--- src/rtl/pipe_buf_stage.sv ---
// pipe_buf_stage
//   Two-entry pipeline buffer between fetch and decode. MAIN drives the
//   output and SKID catches the payload accepted in the cycle that the
//   downstream stalls. in_ready depends on state only, so there is no
//   combinational path from out_ready to in_ready. There is also no
//   combinational path from in_data to out_data. A flush empties the stage
//   and adds the discarded entries to a saturating counter.
//
// Ports
//   clk        rising-edge clock
//   reset      synchronous, active-high
//   in_valid   upstream payload valid
//   in_ready   stage can accept a payload (state only)
//   in_data    upstream payload
//   flush      discard held and incoming payloads
//   out_valid  downstream payload valid
//   out_ready  downstream accepts the payload
//   out_data   MAIN when valid, NOP_VAL otherwise
//   occupancy  held entries, 0..2
//   drop_cnt   saturating count of entries discarded by flush
module pipe_buf_stage #(
    parameter int                 DATA_W  = 41,
    parameter logic [DATA_W-1:0]  NOP_VAL = {9'h0, 32'h00000013},
    parameter int                 CNT_W   = 8
) (
    input  logic              clk,
    input  logic              reset,
    input  logic              in_valid,
    output logic              in_ready,
    input  logic [DATA_W-1:0] in_data,
    input  logic              flush,
    output logic              out_valid,
    input  logic              out_ready,
    output logic [DATA_W-1:0] out_data,
    output logic [1:0]        occupancy,
    output logic [CNT_W-1:0]  drop_cnt
);

    typedef enum logic [1:0] {
        EMPTY = 2'd0,
        ONE   = 2'd1,
        FULL  = 2'd2
    } state_t;

    state_t            state, state_nxt;
    logic [DATA_W-1:0] main_data, skid_data;
    logic [CNT_W-1:0]  drop_nxt;
    logic              push, pop;
    logic              main_ld, main_from_skid, skid_ld;
    logic [1:0]        drop_amt;

    // The counter only ever grows by 0..2, so one extra bit is enough to
    // detect overflow.
    function automatic logic [CNT_W-1:0] sat_add(input logic [CNT_W-1:0] a,
                                                 input logic [1:0]       b);
        logic [CNT_W:0] s;
        s = {1'b0, a} + {{(CNT_W-1){1'b0}}, b};
        return s[CNT_W] ? {CNT_W{1'b1}} : s[CNT_W-1:0];
    endfunction

    always_comb begin
        occupancy = 2'd0;
        case (state)
            EMPTY:   occupancy = 2'd0;
            ONE:     occupancy = 2'd1;
            FULL:    occupancy = 2'd2;
            default: occupancy = 2'd0;
        endcase
    end

    assign in_ready  = (state != FULL);
    assign out_valid = (state != EMPTY);
    assign out_data  = out_valid ? main_data : NOP_VAL;

    assign push = in_valid & in_ready;
    assign pop  = out_valid & out_ready;

    // A pop in the flush cycle is a delivery, and a push in the flush cycle
    // is a drop. occupancy >= pop always, so this never underflows.
    assign drop_amt = occupancy - {1'b0, pop} + {1'b0, push};

    always_comb begin
        state_nxt      = state;
        main_ld        = 1'b0;
        main_from_skid = 1'b0;
        skid_ld        = 1'b0;
        drop_nxt       = drop_cnt;
        if (flush) begin
            state_nxt = EMPTY;
            drop_nxt  = sat_add(drop_cnt, drop_amt);
        end else begin
            case (state)
                EMPTY: begin
                    if (push) begin
                        main_ld   = 1'b1;
                        state_nxt = ONE;
                    end
                end
                ONE: begin
                    if (push && !pop) begin
                        skid_ld   = 1'b1;
                        state_nxt = FULL;
                    end else if (pop && !push) begin
                        state_nxt = EMPTY;
                    end else if (push && pop) begin
                        main_ld = 1'b1;
                    end
                end
                FULL: begin
                    if (pop) begin
                        main_from_skid = 1'b1;
                        state_nxt      = ONE;
                    end
                end
                default: state_nxt = EMPTY;
            endcase
        end
    end

    always_ff @(posedge clk) begin
        if (reset) begin
            state     <= EMPTY;
            drop_cnt  <= '0;
            main_data <= NOP_VAL;
            skid_data <= NOP_VAL;
        end else begin
            state    <= state_nxt;
            drop_cnt <= drop_nxt;
            if (main_ld)
                main_data <= in_data;
            else if (main_from_skid)
                main_data <= skid_data;
            if (skid_ld)
                skid_data <= in_data;
        end
    end

endmodule

--- config.mk ---
export PLATFORM = sky130hd
export DESIGN_NAME = pipe_buf_stage
export DESIGN_NICKNAME = d
export VERILOG_FILES = /design/src/rtl/pipe_buf_stage.sv
export SDC_FILE = /design/constraint.sdc
export NUM_CORES = 1
export LEC_CHECK = 0
export ABC_AREA = 1
export ABC_CLOCK_PERIOD_IN_PS = 3400
export BUFFER_PORTS_ARGS = -buffer_cell sky130_fd_sc_hd__buf_4
export CORE_ASPECT_RATIO = 1.2
export CORE_MARGIN = 2
export CORE_UTILIZATION = 59
export DETAILED_ROUTE_END_ITERATION = 16
export PLACE_DENSITY = 0.88
export SYNTH_ARGS = -nofsm -noshare
export SYNTH_HDL_FRONTEND = slang
export SYNTH_SLANG_ARGS = --single-unit
export TNS_END_PERCENT = 20
--- constraint.sdc ---
create_clock -name clk -period 3.4 [get_ports clk]
set_clock_uncertainty 0.15 [all_clocks]
set_input_delay 0.34 -clock clk [delete_from_list [all_inputs] [get_ports clk]]
set_output_delay 0.34 -clock clk [all_outputs]
set_load 0.02 [all_outputs]
==> impl_metrics.py <==
metrics = {
    "die": {
        "die_outline_height_um": 101,
        "die-width_um": 84.8,
        "placementRows": 35,
        "pin_count": 99,
        "initial_core_util_pct": 60.6,
        "design.die.area_um2": 8560,
        "core_area_um2": 7620,
    },
    "timing": {
        "transition_time_at_the_pin_with_the_least_slew_margin_ns": 0.810,
        "hold_viol": 0,
        "setup_viol": 0,
        "slew_violations": 0,
        "max_clock_freq_mhz": 371,
        "fin_crit_ns": 2.69,
        "maxSlewHeadroom_pct": 46.0,
        "fin_setup_tns_ns": 0,
        "layout_worst_path_cycle_share_pct": 79.2,
        "unrepaired_setup_endpoints_after_global_routing": "false",
    },
    "cts": {
        "clk_root_buffer_cell": "sky130_fd_sc_hd__clkbuf_8",
        "cts_tree": "yes",
        "htree_num_levels": 3,
        "cts_sinks": 92,
        "hold_buffers": 0,
        "cts_resized": 0,
        "clock_insertion_delay_worst_skew_ns": 0.36,
        "clk_pin_slew_ns": 0.08,
        "cts_setup_buffers": 0,
        "max-clock-path-buffers": 2,
        "numCtsBuffers": 9,
    },
    "pwr": {
        "power.density_nw_per_um2": 379,
        "switchingPower_uw": 543,
        "static-leakage-power_nw": 2.44,
        "clockPowerShare_pct": 33.2,
        "swShare_pct": 26.1,
        "peakVddDrop_mv": 0.289,
        "internal_power_contribution_mw": 1.53,
        "sequentialPowerShare_pct": 53.9,
        "power.combinational.fraction_pct": 12.9,
    },
    "synth": {
        "ys.warnings.count": 0,
        "synth_area_leader_cell": "sky130_fd_sc_hd__dfxtp_1",
        "synth_top_cells_by_area": "sky130_fd_sc_hd__dfxtp_1 40%, sky130_fd_sc_hd__inv_1 10%, sky130_fd_sc_hd__nand3_1 9.9%, sky130_fd_sc_hd__a21oi_1 9.2%, sky130_fd_sc_hd__nand2_1 6.1%",
        "flip_flop_cell_with_the_highest_count_after_synthesis": "sky130_fd_sc_hd__dfxtp_1",
        "synth_cells": 681,
        "async_reset_ff_share_pct": 0,
        "syn_avg_cell_area_um2": 6.79,
        "mappedNetlistArea_um2": 4620,
        "synth_seq_area_share_pct": 39.9,
        "synth_top_area_share_pct": 39.9,
        "ys_ff_latch": 92,
        "ys_types": 31,
        "synth_edf_count": 0,
        "synth_common_cells": "129 x sky130_fd_sc_hd__inv_1, 92 x sky130_fd_sc_hd__dfxtp_1, 91 x sky130_fd_sc_hd__nand3_1",
        "yosysMostFrequentCell": "sky130_fd_sc_hd__inv_1",
        "synth_fp_nets": 731,
    },
    "routing": {
        "drt_iter0_markers": 364,
        "dr_total_vias": 4734,
        "post_drt_wl_per_cell_um": 14.0,
        "dr.pass1.iters": 5,
        "drc": 0,
        "wirelength_mm": 11.8,
        "antenna_left": 0,
        "detail_route.vias_per_cell": 5.63,
    },
    "global_routing": {
        "grt_start_max_net_pins": 82,
        "first_global_vias": 4333,
        "grt_overflow": 0,
        "grt_antenna_before_repair": 0,
        "wire_length_of_the_first_global_routing_pass_mm": 19.2,
        "grt_usage_pct": 27.5,
    },
    "final_layout": {
        "diodes": 0,
        "final-instance-count-excl-fill": 841,
        "drive_gt1_share_pct": 18.0,
        "seqCellArea_um2": 1840,
        "area_of_the_multi_input_gates_um2": 2040,
        "synth_to_final_area_change_pct": 18.5,
        "fillers": 659,
        "finalNetCount": 796,
    },
    "critical_path": {
        "cp_max_fo": 6,
        "timing.critical_path.arrival_ns": 2.76,
        "required_ns": 3.47,
        "critical-path-slowest-cell": "sky130_fd_sc_hd__dfxtp_1",
        "timing.critical_path.cells": "nor2_4, o21ai_0, nand2_1, ha_1, nand3b_1, nand2_1, inv_1, fa_1, inv_1, nor2_1, nand3_1, a21oi_1",
        "critical_path.max_stage_delay_ns": 0.56,
        "end_kind": "flip-flop",
        "crit_type": "flip-flop to flip-flop",
        "critical_path_depth": 12,
        "r2r_cells": 12,
        "cp-start-kind": "flip-flop",
        "path_buf_inv": 2,
        "critical_path.top_delay_family": "simple AND/OR/NAND/NOR gates",
    },
    "min_path": {
        "min_path_cells": 3,
        "hold_path_class": "primary input to flip-flop",
    },
    "placed_design": {
        "gp_congestion": 0.883,
        "detailed_place_hpwl_mm": 7.23,
        "placement.io_buffers": 98,
        "placed_cells": 827,
    },
    "run": {
        "timing.max_cap.violations": 0,
    },
    "status": {
        "status": "complete, no violations",
    },
}
## power groups by stage
stage,clock network [mW],logic [mW],registers (mW)
detailed placement,0,0.265,1.14
floorplan,0,0.170,1.14
global placement,0,0.256,1.14
global route,0.739,0.299,1.12
CTS,0.697,0.266,1.12
finish,0.690,0.269,1.12
## metal layers
metal	GRT usage (%)	part of all wire, %	up-vias
met3	4.01	6.6	26
met5	0	0	-
met2	48.2	50	189
met1	32.3	41	2206
li1	-	-	2313
met4	15.0	2.6	0
## final timing paths
kind | from | endpoint | slack, ns
worst max-delay path | state[0]$_SDFFE_PP0P_ | drop_cnt[0]$_SDFFE_PP0P_ | 0.71
worst min-delay path | in_data[4] | skid_data[4]$_SDFFE_PP1P_ | 0.06
worst max register to register | state[0]$_SDFFE_PP0P_ | drop_cnt[0]$_SDFFE_PP0P_ | 0.71
worst min register to register | skid_data[8]$_SDFFE_PP0P_ | skid_data[8]$_SDFFE_PP0P_ | 0.31
## sequential cells by signal, indices dropped and copies added, names as in the netlist
register,count
state,2
main_data,41
skid_data,41
drop_cnt,8
## final cells by class
type | instances | share of cell area [%]
clock buffer | 11 | 2.40
timing repair buffer | 106 | 14.5
sequential | 92 | 33.6
multi-input combinational | 402 | 37.3
clock inverter | 3 | 0.731
tap | 92 | 2.10
inverter | 135 | 9.26
## metrics by stage
stage          utilization (%)  area, µm²  setup slack [ns]  hold WS (ns)  total power, mW
2_1_floorplan                -       4620             0.937         0.280             1.31
3_3_place_gp              69.6       5300             0.894         0.286             1.40
3_5_place_dp              69.6       5300             0.723         0.293             1.41
4_1_cts                   71.9       5480             0.716        0.0461             2.08
5_1_grt                   71.9       5480             0.486        0.0796             2.16
6_report                  71.9       5480             0.707        0.0604             2.08
## kinds of logic (layout without fill, tap and decap cells)
kind of cell	Yosys count	after routing	synth area share, %
compound gates	129	129	14.1
xor+xnor	2	2	0.379
fa+ha+maj	4	4	1.25
buf+inv	187	255	16.2
flops	92	92	39.9
mux	2	2	0.433
simple gates	265	265	27.8
## cell usage in the layout (no fill, tap or decap)
cell type,instances
sky130_fd_sc_hd__inv_1,129
sky130_fd_sc_hd__nand4_1,39
sky130_fd_sc_hd__nand4_4,1
sky130_fd_sc_hd__nor2_4,2
sky130_fd_sc_hd__nor3_1,1
sky130_fd_sc_hd__clkinv_2,2
sky130_fd_sc_hd__clkbuf_1,2
sky130_fd_sc_hd__nand2_2,2
sky130_fd_sc_hd__clkbuf_8,9
sky130_fd_sc_hd__nand3b_1,1
sky130_fd_sc_hd__dfxtp_1,92
sky130_fd_sc_hd__ha_1,3
sky130_fd_sc_hd__fa_1,1
sky130_fd_sc_hd__buf_4,106
sky130_fd_sc_hd__nor2_1,46
sky130_fd_sc_hd__nor3b_1,1
sky130_fd_sc_hd__o21ai_0,34
sky130_fd_sc_hd__bufinv_16,1
sky130_fd_sc_hd__inv_2,6
sky130_fd_sc_hd__nor2_8,1
sky130_fd_sc_hd__mux2i_1,2
sky130_fd_sc_hd__a21oi_1,85
sky130_fd_sc_hd__or2_2,3
sky130_fd_sc_hd__nand3_4,1
sky130_fd_sc_hd__nand3_2,1
sky130_fd_sc_hd__o21ai_1,7
sky130_fd_sc_hd__nand2_1,75
sky130_fd_sc_hd__a21o_1,1
sky130_fd_sc_hd__nand3_1,91
sky130_fd_sc_hd__xor2_1,2
sky130_fd_sc_hd__o211ai_1,2
## worst min-delay path, delay by kind of cell
family / cells / cell delay, ns
AND/OR/NAND/NOR: 2 / 0.11
buffers and inverters: 1 / 0.09
Power figures use the tool's default switching activity.
